File: src/rtl/audio_pkg.sv
// rtl/audio_pkg.sv - shared I2S constants and PCM sample types
package audio_pkg;

    localparam int I2S_SLOT_BITS  = 16;
    localparam int I2S_FRAME_BITS = 32;

    typedef logic signed [I2S_SLOT_BITS-1:0] pcm16_t;

    typedef struct packed {
        pcm16_t l;
        pcm16_t r;
    } stereo_t;

endpackage

File: src/rtl/audio_bclk_gen.sv
// rtl/audio_bclk_gen.sv - BCLK divider with rise/fall strobes
// Strobes are high in the clk whose edge toggles BCLK, so callers register alongside it.
module audio_bclk_gen #(
    parameter int DIV = 7
) (
    input  logic clk,
    input  logic reset,
    output logic bclk,
    output logic bclk_rise,
    output logic bclk_fall
);

    localparam int CW = $clog2(DIV);
    localparam logic [CW-1:0] TERM = CW'(DIV - 1);

    logic [CW-1:0] div_q, div_d;
    logic          bclk_q, bclk_d;
    logic          term;

    always_comb begin
        term   = (div_q == TERM);
        div_d  = term ? '0 : div_q + CW'(1);
        bclk_d = term ? ~bclk_q : bclk_q;
    end

    always_ff @(posedge clk) begin
        if (reset) begin
            div_q  <= '0;
            bclk_q <= 1'b0;
        end else begin
            div_q  <= div_d;
            bclk_q <= bclk_d;
        end
    end

    assign bclk      = bclk_q;
    assign bclk_rise = term & ~bclk_q;
    assign bclk_fall = term & bclk_q;

endmodule

File: src/rtl/audio_i2s_tx.sv
// rtl/audio_i2s_tx.sv - Philips-format stereo I2S transmitter with one-deep sample buffer
import audio_pkg::*;

module audio_i2s_tx #(
    parameter int DIV = 7
) (
    input  logic                     clk21m,
    input  logic                     reset,
    input  logic [I2S_SLOT_BITS-1:0] pSampleL,
    input  logic [I2S_SLOT_BITS-1:0] pSampleR,
    input  logic                     pSampleValid,
    output logic                     pSampleReady,
    output logic                     pI2sBclk,
    output logic                     pI2sLrck,
    output logic                     pI2sData,
    output logic                     pUnderrun
);

    localparam logic [4:0] RIGHT_SLOT = 5'(I2S_SLOT_BITS);

    logic bclk_fall;
    logic unused_bclk_rise;

    audio_bclk_gen #(.DIV(DIV)) u_bclk_gen (
        .clk       (clk21m),
        .reset     (reset),
        .bclk      (pI2sBclk),
        .bclk_rise (unused_bclk_rise),
        .bclk_fall (bclk_fall)
    );

    logic [4:0]                slot_q, slot_d;
    logic                      lrck_q, lrck_d;
    stereo_t                   hold_q, hold_d;
    logic                      full_q, full_d;
    logic                      ready_q, ready_d;
    logic [I2S_FRAME_BITS-1:0] shift_q, shift_d;
    stereo_t                   last_q, last_d;
    logic                      underrun_q, underrun_d;
    logic                      load;
    logic                      take;

    always_comb begin
        slot_d     = slot_q;
        hold_d     = hold_q;
        full_d     = full_q;
        shift_d    = shift_q;
        last_d     = last_q;
        underrun_d = 1'b0;
        load       = bclk_fall && (slot_q == 5'd0);
        take       = pSampleValid && ready_q;

        if (bclk_fall) begin
            slot_d = slot_q + 5'd1;
            if (load) begin
                // An empty buffer replays the previous frame rather than going silent.
                if (full_q) begin
                    shift_d = hold_q;
                    last_d  = hold_q;
                    full_d  = 1'b0;
                end else begin
                    shift_d    = last_q;
                    underrun_d = 1'b1;
                end
            end else begin
                shift_d = {shift_q[I2S_FRAME_BITS-2:0], 1'b0};
            end
        end

        // Ready only rises when full is clear, so a capture never collides with a full-buffer load.
        if (take) begin
            hold_d.l = pSampleL;
            hold_d.r = pSampleR;
            full_d   = 1'b1;
        end

        ready_d = ~full_d;
        lrck_d  = (slot_d >= RIGHT_SLOT);
    end

    always_ff @(posedge clk21m) begin
        if (reset) begin
            slot_q     <= '0;
            lrck_q     <= 1'b0;
            hold_q     <= '0;
            full_q     <= 1'b0;
            ready_q    <= 1'b0;
            shift_q    <= '0;
            last_q     <= '0;
            underrun_q <= 1'b0;
        end else begin
            slot_q     <= slot_d;
            lrck_q     <= lrck_d;
            hold_q     <= hold_d;
            full_q     <= full_d;
            ready_q    <= ready_d;
            shift_q    <= shift_d;
            last_q     <= last_d;
            underrun_q <= underrun_d;
        end
    end

    assign pSampleReady = ready_q;
    assign pI2sLrck     = lrck_q;
    assign pI2sData     = shift_q[I2S_FRAME_BITS-1];
    assign pUnderrun    = underrun_q;

endmodule

File: config.mk
export PLATFORM = sky130hd
export DESIGN_NAME = audio_i2s_tx
export DESIGN_NICKNAME = d
export VERILOG_FILES = /design/src/rtl/audio_pkg.sv /design/src/rtl/audio_bclk_gen.sv /design/src/rtl/audio_i2s_tx.sv
export SDC_FILE = /design/constraint.sdc
export NUM_CORES = 1
export LEC_CHECK = 0
export ABC_AREA = 1
export CAP_MARGIN = 10
export CELL_PAD_IN_SITES_DETAIL_PLACEMENT = 0
export CELL_PAD_IN_SITES_GLOBAL_PLACEMENT = 2
export CORE_MARGIN = 2
export CORE_UTILIZATION = 32
export CTS_CLUSTER_DIAMETER = 30
export DETAILED_ROUTE_END_ITERATION = 6
export PLACE_DENSITY_LB_ADDON = 0.1
export SKIP_LAST_GASP = 1
export SLEW_MARGIN = 30
export SYNTH_ARGS = -nofsm -noshare
export SYNTH_HDL_FRONTEND = slang
export SYNTH_HIERARCHICAL = 1
export SYNTH_SLANG_ARGS = --single-unit
File: constraint.sdc
create_clock -name clk21m -period 1.7 [get_ports clk21m]
set_input_delay 0.255 -clock clk21m [delete_from_list [all_inputs] [get_ports clk21m]]
set_output_delay 0.255 -clock clk21m [all_outputs]
set_load 0.005 [all_outputs]
# Word-level counts from Yosys, hierarchy flattened
# Cells that the tools add are included.
totals:
  ff_bits: 109
  latch_bits: 0
  ramBits: 0
  rom_bits: 0
  in_bits: 35
  out_inout_bits: 5
  wordCells: 34
  memories: 0
classes:
  n_addsub: 2
  n_mul: 0
  div: 0
  magnitude_cmp: 1
  eq_ne: 1
  shift: 0
  n_mux: 7
  n_bitwise: 5
  n_reduce_logical: 6
op_table:
  columns: ["cell", "count"]
  rows:
  - ["$mux W32", 2]
  - ["$add A5 B1 Y5 const B", 1]
  - ["$ge A5 B5 Y1 const B", 1]
  - ["$logic_not A5 Y1", 1]
  - ["$mux W5", 1]
  - ["$mux W1", 4]
  - ["$not A1 Y1", 4]
  - ["$add A3 B1 Y3 const B", 1]
  - ["$eq A3 B3 Y1 const B", 1]
  - ["$reduce_or A3 Y1", 1]
  - ["$logic_and A1 B1 Y1", 2]
  - ["$reduce_and A2 Y1", 1]
  - ["$reduce_or A2 Y1", 1]
  - ["$and A1 B1 Y1", 1]

# Logic depth before layout (Yosys ltp)
# Gate-level depths: netlist of the first run.
logic_depth:
  ltp_word: 7
  mapped_depth: 13

# Hierarchy
# Netlist of the first run, hierarchy kept.
modules_own_cells:
  columns: ["mod", "instances", "cells_per_inst", "area_per_inst_um2", "seq_area_each_um2"]
  rows:
  - ["audio_i2s_tx", 1, 662, 4419.2, 2082.0]
  - ["audio_bclk_gen", 1, 24, 180.2, 80.1]

# Worst setup path before layout of the first run
# No wires, ideal clock.
synth_path:
  path_kind: "register to register"
  startpoint: "reg u_bclk_gen.div_q[0]"
  endpoint: "reg shift_q[10]"
  setup_ns: 0.109
  arrival_ns: 1.456
  required_ns: 1.591
  path_slack_ns: 0.136
  path_stages_with_launch: 14
  period_less_slack_ns: 1.564
  cell_sequence: "dfxtp_1 -> inv_1 -> ha_1 -> nand3_1 -> inv_1 -> inv_2 -> nor2_1 -> nand3_1 -> buf_4 -> buf_4 -> nand2_1 -> nand3_1 -> nand2_1 -> inv_1"
synth_via:
  elab_chain_cells: 4
synth_lines:
  columns: ["element", "line", "rtl"]
  rows:
  - ["start, declared", "audio_bclk_gen.sv:16", "logic [CW-1:0] div_q, div_d;"]
  - ["start signal, assigned", "audio_bclk_gen.sv:31", "div_q <= div_d;"]
  - ["$eq A3 B3 Y1 *", "audio_bclk_gen.sv:21", "term = (div_q == TERM);"]
  - ["$and A1 B1 Y1 *", "audio_bclk_gen.sv:38", "assign bclk_fall = term & bclk_q;"]
  - ["net bclk_fall", "audio_i2s_tx.sv:21", "logic bclk_fall;"]
  - ["$logic_and A1 B1 Y1", "audio_i2s_tx.sv:50", "load = bclk_fall && (slot_q == 5'd0);"]
  - ["$mux W32", "audio_i2s_tx.sv:55", "if (load) begin"]
  - ["end signal, assigned", "audio_i2s_tx.sv:97", "shift_q <= shift_d;"]
  - ["end, declared", "audio_i2s_tx.sv:37", "logic [I2S_FRAME_BITS-1:0] shift_q, shift_d;"]
# The timed path passes the listed nets; every way through them passes the cells marked *.
# A chain may end at the register's enable or synchronous reset.

# Worst setup path after layout of the first run
layout_path:
  startpoint: "reg u_bclk_gen.div_q[0]"
  endpoint: "reg shift_q[27]"
# The elaborated chain is that of the path after synthesis.

==> qor.txt, run 1 <==
Data required time at the worst endpoint: 1.95 ns
Share of the clock period used by the worst path after layout: 96.5%
Share of cells above drive strength 1: 11.0%
GRT Resource Usage Total: 15.5%
Die Height: 124 um
Transition time of the tightest slew-check pin: 0.442 ns
Clock slew at reported path FFs: 0.07 ns
Ports: 40
Port Buffers: 39
Post-route DRC: 0
Number of buffers created by CTS: 9
Length of the first detailed-routing pass in iterations: 4
Post-synth design cell area: 0.00460 mm2
Maximum fanout encountered on the critical timing path: 8
Clock period minus final worst setup slack: 1.64 ns
Area used by sequential logic in the layout: 0.00216 mm2
Post-layout util: 42.8%
Relative slew slack: 70.6%
Met1 layer usage reported by global route: 19.4%
Gr ovfl total: 0
CTS Sinks: 108
Post-route antenna net violation count: 0
Number of placed instances, taps included: 877
Pleak: 0.00243 uW
DIE WIDTH: 124 um
Routed length per placed instance: 13.9 um
Data arrival time of the critical path: 1.90 ns
Class of the most critical setup path: flip-flop to flip-flop
Nets in the synthesized netlist: 724
Count of final setup violators: 0
Reported max-cap violation count: 0
Area occupied by multi-input gates: 0.00220 mm2
Crit end category: flip-flop
Filler cells: 1445
Post-Route WL: 12600 um
Largest vdd supply drop: 428 uV
Clock tree root buffer cell: clkbuf_16
Number of levels in the clock H-tree: 3
Synth-to-Final Area Change: 29.8%
Row cnt: 43
Cell Count, Final, Fillers Out: 909
Hold crit path type: input port to flip-flop
Busiest layer in global routing: met2
Post-route clock skew: 0.00509 ns
Worst R2R Setup Slack: 0.06 ns
Worst-path cell chain: inv_2, ha_4, nand3_4, inv_4, inv_2, nor2_4, nand3_4, buf_12, clkbuf_16, nand2_1, nand3_1, nand2_1, inv_1
Weighted congestion reported at the end of routability-driven placement: 0.736
Post-synthesis instance total: 685
Most common cell after layout, fill and taps aside: nand2_1
Vias in the first global route: 3830
Met3 Track Usage GR: 2.34%
CTS tree: done
Commonest cells after routing, fill and taps aside: nand2_1 (265), dfxtp_1 (107), nor2_1 (71)
Final Hold Viols: 0
Antenna violations before repair: 0
Global routing met2 resource utilization: 26.8%
Detailed router's first-iteration violation count: 276
Core area: 0.0139 mm2
Global-route wire length before repair: 18600 um
Warnings from Yosys: 6
Placed wire-length estimate after detailed placement: 6920 um
Synthesized area per cell: 6.71 um2
Worst-path cell with the longest stage delay: dfxtp_2
Initial cell density of the core: 33.0%
Total die area: 0.0153 mm2
Max Freq: 0.609 GHz
Outcome: completed
Number of nets at the end of the flow: 763
Pins Over Slew Limit: 0
Insertion delay of the later-clocked pin in the worst-skew pair: 0.35 ns
Number of hold buffers added after CTS: 0
Biggest cell delay along the critical path: 0.33 ns
Ratio of routed vias to standard cells: 4.62
Maximum buffer depth of the clock tree: 2
Power per Cell Area: 819 mW/mm2
Worst Setup Start Kind: flip-flop
Count of vias placed by the detailed router: 4200
Maximum number of pins on one net before global-route repair: 66
Antenna diode instance count: 0
per-layer routing:
layer | wire length [um] | up-vias
met5 | 0 | -
met4 | 235 | 0
met3 | 314 | 15
met2 | 6180 | 63
met1 | 5890 | 1900
li1 | - | 2222
timing repair:
item                       in CTS  in global routing
pin swaps                       0                  3
gates cloned                    0                 10
setup endpoints to repair       5                 68
resized for setup               0                 40
setup buffers                   0                  6
metrics by stage:
step	setup slack (ns)	TNS, ns	power (uW)	hold WS (ns)	area (um2)
after floorplan	0.137	0	2810	0.399	4600
after global placement	0.0359	0	2970	0.428	5220
after detailed placement	0.0149	0	2980	0.437	5220
after CTS	-0.0147	-0.0459	4970	0.318	5490
after global routing	-0.0259	-0.271	5080	0.365	5960
final	0.0589	0	4880	0.325	5960
cell type report:
type / instances / share of cell area [%]
inverters: 44 / 2.81
clock buffers: 12 / 4.13
multi-input cells: 488 / 36.9
clock inverters: 4 / 0.420
well taps: 180 / 3.78
repair buffers: 73 / 15.6
flip-flops and latches: 108 / 36.3
power breakdown:
part | internal [uW] | leakage [uW] | switching, uW
clock network | 1030 | 0.000129 | 931
registers | 2580 | 0.000874 | 27.6
logic | 143 | 0.00143 | 174
worst paths after layout:
kind / start / endpoint / cells past startpoint
worst max register to register: u_bclk_gen/div_q[0] / shift_q[27] / 13
worst max-delay path: u_bclk_gen/div_q[0] / shift_q[27] / 13
worst min register to register: u_bclk_gen/div_q[0] / u_bclk_gen/div_q[0] / 1
worst min-delay path: reset / flip-flop / 2
state kept, by name, summed over array words and instances (netlist names), named ones only:
signal / cells
shift_q: 32
hold_q: 32
u_bclk_gen/bclk: 1
pUnderrun: 1
u_bclk_gen/div_q: 3
slot_q: 2
last_q: 32
pSampleReady: 1
full_q: 1
critical path, delay by kind of cell, from the launching register on:
family | cells | cell delay [ns]
fa+ha+maj | 1 | 0.15
simple gates | 6 | 0.49
buf+inv | 6 | 0.57
flops | 1 | 0.33
Power figures use the tool's default switching activity.
==> run 2: changes to the inputs <==
CELL_PAD_IN_SITES_DETAIL_PLACEMENT = 2   (was 0)
==> run 2 against run 1 <==
Net effect: hold slack worse by 0.016 ns; final cell count stayed put; utilization is 0.16 points lower; worst setup slack worse by 0.023 ns; sequential share of layout area is 0.16 points higher; combinational power is 6% higher; clock skew hardly changed; clock-buffer cell count is 1 higher; non-clock buffer count is 1 higher; register-to-register slack worse by 0.02 ns; design area is 0.38% lower; first-iteration DRC count is 55% lower; highest routed layer unchanged.
==> qor.txt, run 2 (synthesis results as in run 1) <==
Weighted congestion reported at the end of routability-driven placement: 0.736 (unchanged)
Pins Over Slew Limit: 0 (unchanged)
Antenna diode instance count: 0 (unchanged)
Core area: 0.0139 mm2 (unchanged)
Hold crit path type: input port to flip-flop
Start of the worst register-to-register path: u_bclk_gen/div_q[0]
Maximum buffer depth of the clock tree: 2 (unchanged)
Total die area: 0.0153 mm2 (unchanged)
Share of the clock period used by the worst path after layout: 97.9% (+1.4 points)
Crit end category: flip-flop
Launch instance of the worst min-delay path: reset
Placed inst area: 0.00522 mm2 (unchanged)
Ratio of routed vias to standard cells: 4.94 (+6.8%)
Insertion delay of the later-clocked pin in the worst-skew pair: 0.36 ns (about the same)
Maximum fanout encountered on the critical timing path: 8 (unchanged)
Gr ovfl total: 0 (unchanged)
RSZ-0062 raised after global routing: true
Largest vdd supply drop: 528 uV (+23%)
Share of cells above drive strength 1: 11.5% (+0.55 points)
Largest registers: hold_q: 32 flops, last_q: 32 flops, shift_q: 32 flops
Commonest cells after routing, fill and taps aside: nand2_1 (258), dfxtp_1 (106), nor2_1 (70)
Number of buffers created by CTS: 9 (unchanged)
Final Power: 5070 uW (+3.8%)
Beginning of the critical path: u_bclk_gen/div_q[0]
Global-route wire length before repair: 24300 um (+31%)
Post-route DRC: 0 (unchanged)
Number of hold buffers added after CTS: 0 (unchanged)
Transition time of the tightest slew-check pin: 0.413 ns (-0.0288 ns)
Class of the most critical setup path: flip-flop to flip-flop
Count of vias placed by the detailed router: 4487 (+6.8%)
Clock slew at reported path FFs: 0.07 ns (about the same)
Max Freq: 0.601 GHz (-1.4%)
Detailed router's first-iteration violation count: 123 (-55%)
Data required time at the worst endpoint: 1.96 ns (about the same)
Synth-to-Final Area Change: 29.3%
Row cnt: 43 (unchanged)
Die Height: 124 um (unchanged)
Design Area, Final: 0.00594 mm2 (-0.38%)
Power per Cell Area: 853 mW/mm2 (+4.2%)
Length of the first detailed-routing pass in iterations: 4 (unchanged)
Ports: 40 (unchanged)
Reported max-cap violation count: 0 (unchanged)
Post-route antenna net violation count: 0 (unchanged)
Pleak: 0.00243 uW (about the same)
Placed wire-length estimate after detailed placement: 9150 um (+32%)
Final Hold Viols: 0 (unchanged)
Number of placed instances, taps included: 877 (unchanged)
Clock tree root buffer cell: clkbuf_16
Post-layout util: 42.6% (-0.16 points)
CTS tree: done
DIE WIDTH: 124 um (unchanged)
Clock period minus final worst setup slack: 1.66 ns (+0.0235 ns)
Cell Count, Final, Fillers Out: 909 (unchanged)
Vias in the first global route: 4882 (+27%)
CTS Sinks: 108 (unchanged)
Most common cell after layout, fill and taps aside: nand2_1
Worst Setup Start Kind: flip-flop
Maximum number of pins on one net before global-route repair: 66 (unchanged)
Relative slew slack: 72.5% (+1.9 points)
Count of final setup violators: 0 (unchanged)
Number of nets at the end of the flow: 764 (+0.13%)
Post-route clock skew: 0.00544 ns (+0.000347 ns)
Port Buffers: 39 (unchanged)
Initial cell density of the core: 33.0% (unchanged)
Post-Route WL: 15500 um (+22%)
GRT Resource Usage Total: 20.8% (+5.3 points)
Outcome: completed
Routed length per placed instance: 17.0 um (+22%)
Number of levels in the clock H-tree: 3 (unchanged)
Antenna violations before repair: 0 (unchanged)
Data arrival time of the critical path: 1.93 ns (+0.03 ns)
==> run 2: power breakdown <==
| part | internal (uW) | total, uW | switching, uW |
|---|---|---|---|
| registers | 2580 | 2610 | 29.3 |
| clock network | 1180 | 2130 | 952 |
| logic | 151 | 337 | 186 |
==> run 2: path summary, 6_finish.rpt <==
kind                         end  slack, ns  cells after the start
min                    flip-flop       0.31                      2
min reg2reg  u_bclk_gen/div_q[0]       0.45                      1
max                  shift_q[28]       0.04                     12
max reg2reg          shift_q[28]       0.04                     12
==> run 2: worst max-delay path: stages (launching register included) <==
cell and delay [ns]:
dfxtp_2 0.34, inv_2 0.06, ha_4 0.14, nand3_4 0.09, clkinv_4 0.09, inv_2 0.06
nor2_4 0.10, nand3_4 0.20, clkbuf_16 0.25, nand2_1 0.07, nand3_1 0.08, nand2_1 0.07
inv_1 0.03
==> run 2: area by class of cell <==
type	count	area [um2]
clock buffer	13	250
timing repair buffer	74	885
fill	1648	7990
tap	180	225
sequential	108	2160
clock inverter	2	35.0
multi-input combinational	488	2210
inverter	44	170
==> run 2: repair_timing <==
action	CTS	global route
endpoints found under the setup margin	43	68
hold endpoints to repair	0	0
gates resized for setup	29	20
pin swaps	3	7
buffers inserted	4	6
cloned	4	4
==> run 2: layer usage <==
layer	GRT usage, %	wire length, um
met5	0	0
met4	4.69	148
met3	4.85	363
met2	40.2	8550
met1	22.9	6390
==> run 2: per-stage QoR <==
stage	worst slack, ns	hold WS, ns	TNS, ns
3_5_place_dp	-0.0520	0.457	-0.441
5_1_grt	-0.0566	0.324	-1.16
2_1_floorplan	0.137	0.399	0
3_3_place_gp	0.0359	0.428	0
4_1_cts	0.00528	0.311	0
6_report	0.0354	0.309	0
==> run 3: changes to the inputs <==
CELL_PAD_IN_SITES_DETAIL_PLACEMENT = default   (was 2)
CELL_PAD_IN_SITES_GLOBAL_PLACEMENT = default   (was 2)
CORE_UTILIZATION = 57   (was 32)
==> run 3 against run 2 <==
Net effect: clock skew increased by 0.0079 ns; via count decreased by 3.2%; utilization increased by 30 points; wire length decreased by 28%; critical path depth increased by 1; clock-buffer cell count decreased by 2; combinational power decreased by 5.9%; final cell count decreased by 8.8%; largest power group unchanged.
==> qor.txt, run 3 (synthesis results as in run 1) <==
Relative slew slack: 81.4% (+8.9 points)
Design Area, Final: 0.00566 mm2 (-4.8%)
Share of the clock period used by the worst path after layout: 97.7% (-0.26 points)
Reported max-cap violation count: 0 (unchanged)
Port Buffers: 39 (unchanged)
Maximum number of pins on one net before global-route repair: 63 (-4.5%)
Total die area: 0.00880 mm2 (-43%)
Transition time of the tightest slew-check pin: 0.279 ns (-0.134 ns)
Number of placed instances, taps included: 800 (-8.8%)
Global-route wire length before repair: 17000 um (-30%)
Switching power share of the total: 24.6% (+1.6 points)
Ports: 40 (unchanged)
Count of final setup violators: 0 (unchanged)
Hold crit path type: input port to flip-flop
Data required time at the worst endpoint: 1.96 ns (about the same)
Initial cell density of the core: 59.2% (+26 points)
Part of the power in registers: 59.1% (+7.7 points)
GRT Resource Usage Total: 24.2% (+3.4 points)
Worst Setup Start Kind: flip-flop
Power per Cell Area: 779 mW/mm2 (-8.8%)
CTS Sinks: 108 (unchanged)
Outcome: completed
Post-route antenna net violation count: 0 (unchanged)
Pleak: 0.00238 uW (-2.3%)
Vias in the first global route: 3984 (-18%)
Clock slew at reported path FFs: 0.10 ns (+0.03 ns)
Number of nets at the end of the flow: 761 (-0.39%)
Ratio of routed vias to standard cells: 5.24 (+6.1%)
Final Hold Viols: 0 (unchanged)
Routed length per placed instance: 13.4 um (-21%)
Crit end category: flip-flop
Maximum buffer depth of the clock tree: 2 (unchanged)
Gr ovfl total: 0 (unchanged)
Largest vdd supply drop: 522 uV (-1.2%)
Placed wire-length estimate after detailed placement: 6150 um (-33%)
Insertion delay of the later-clocked pin in the worst-skew pair: 0.37 ns (about the same)
Post-route DRC: 0 (unchanged)
Row cnt: 32 (-26%)
Antenna diode instance count: 0 (unchanged)
Largest registers: hold_q: 32 flops, last_q: 32 flops, shift_q: 32 flops
Commonest cells after routing, fill and taps aside: nand2_1 (258), dfxtp_1 (107), nor2_1 (71)
Worst reg-to-reg path cell count: 13 (+1)
Placed inst area: 0.00511 mm2 (-2.0%)
Core area: 0.00777 mm2 (-44%)
Number of buffers created by CTS: 9 (unchanged)
Pins Over Slew Limit: 0 (unchanged)
Logic depth of the worst path, buffers included: 13 (+1)
DIE WIDTH: 93.8 um (-24%)
Worst-path cell chain: inv_2, ha_4, nand3_4, inv_4, inv_4, nor2_4, nand3_4, buf_6, buf_12, nand2_1, nand3_1, nand2_1, inv_1
Hold path depth: 3 (+1)
Crit path max-delay family: simple AND/OR/NAND/NOR gates
Most common cell after layout, fill and taps aside: nand2_1
Biggest cell delay along the critical path: 0.34 ns (about the same)
Number of levels in the clock H-tree: 3 (unchanged)
Fin Setup TNS: 0 ns (unchanged)
Length of the first detailed-routing pass in iterations: 5 (+1)
Clock period minus final worst setup slack: 1.66 ns (-0.00444 ns)
NetSw: 1080 uW (-7.2%)
Synth-to-Final Area Change: 23.1%
Max Freq: 0.602 GHz (+0.27%)
Post-route clock skew: 0.0134 ns (+0.00793 ns)
Detailed router's first-iteration violation count: 249 (+100%)
Weighted congestion reported at the end of routability-driven placement: 0.784 (+6.6%)
Cell internal power dissipation: 3320 uW (-15%)
Post-Route WL: 11100 um (-28%)
Clock Power Share: 33.7% (-8.3 points)
Maximum fanout encountered on the critical timing path: 6 (-2)
Die Height: 93.8 um (-24%)
Clock tree root buffer cell: clkbuf_8
Cell Count, Final, Fillers Out: 829 (-8.8%)
Worst-path cell with the longest stage delay: dfxtp_2
Class of the most critical setup path: flip-flop to flip-flop
Combinational group share of total power: 7.2% (+0.6 points)
RSZ-0062 raised after global routing: true
Worst Path Buf+Inv: 6 (+1)
Share of cells above drive strength 1: 10.2% (-1.3 points)
Count of vias placed by the detailed router: 4343 (-3.2%)
CTS tree: done
Data arrival time of the critical path: 1.92 ns (about the same)
Antenna violations before repair: 0 (unchanged)
==> run 3: final cells by class <==
class                   count  area (um2)
well taps                 102         128
flip-flops and latches    108        2160
fillers                   655        2110
repair buffers             71         847
clock inverters             5        42.5
inverters                  44         170
clock buffers              11         141
multi-input cells         488        2160
==> run 3: final timing paths <==
kind                                     startpoint          end  slack (ns)
worst max-delay path            u_bclk_gen/div_q[0]  shift_q[31]        0.04
worst min-delay path                          reset    flip-flop        0.36
worst max register to register  u_bclk_gen/div_q[0]  shift_q[31]        0.04
worst min register to register           last_q[28]   last_q[28]        0.47
==> run 3: timing repair <==
action,CTS,global route
setup buffers,3,4
setup endpoints to repair,2,53
hold buffers,0,0
resized for setup,10,23
pin swaps,1,9
cloned,3,4
endpoints found under the hold margin,0,0
==> run 3: power groups by stage <==
stage	logic [uW]	clock network (uW)	registers, uW
6_report	317	1480	2600
5_1_grt	348	1620	2610
4_1_cts	306	1510	2600
3_5_place_dp	304	0	2660
3_3_place_gp	300	0	2660
2_1_floorplan	156	0	2650
==> run 3: tightest hold or removal path: cells and delay by family <==
| family | cells | cell delay (ns) |
|---|---|---|
| buffers and inverters | 2 | 0.31 |
| AND/OR/NAND/NOR | 1 | 0.10 |
==> run 3: metal layers <==
| metal | share of wire, % | up-vias | track usage [%] |
|---|---|---|---|
| met5 | 0 | - | 0 |
| met4 | 2.2 | 0 | 9.06 |
| met3 | 5.6 | 22 | 5.78 |
| met2 | 50 | 133 | 43.9 |
| met1 | 42 | 1979 | 27.4 |
| li1 | - | 2209 | - |
==> run 3: per-stage QoR <==
stage	hold WS, ns	total power [uW]	worst slack [ns]	utilization (%)
finish	0.360	4400	0.0398	72.8
floorplan	0.399	2810	0.137	-
CTS	0.347	4420	0.00965	70.2
detailed placement	0.449	2960	0.0278	65.9
global placement	0.427	2960	0.115	65.9
global route	0.344	4580	-0.0401	72.8
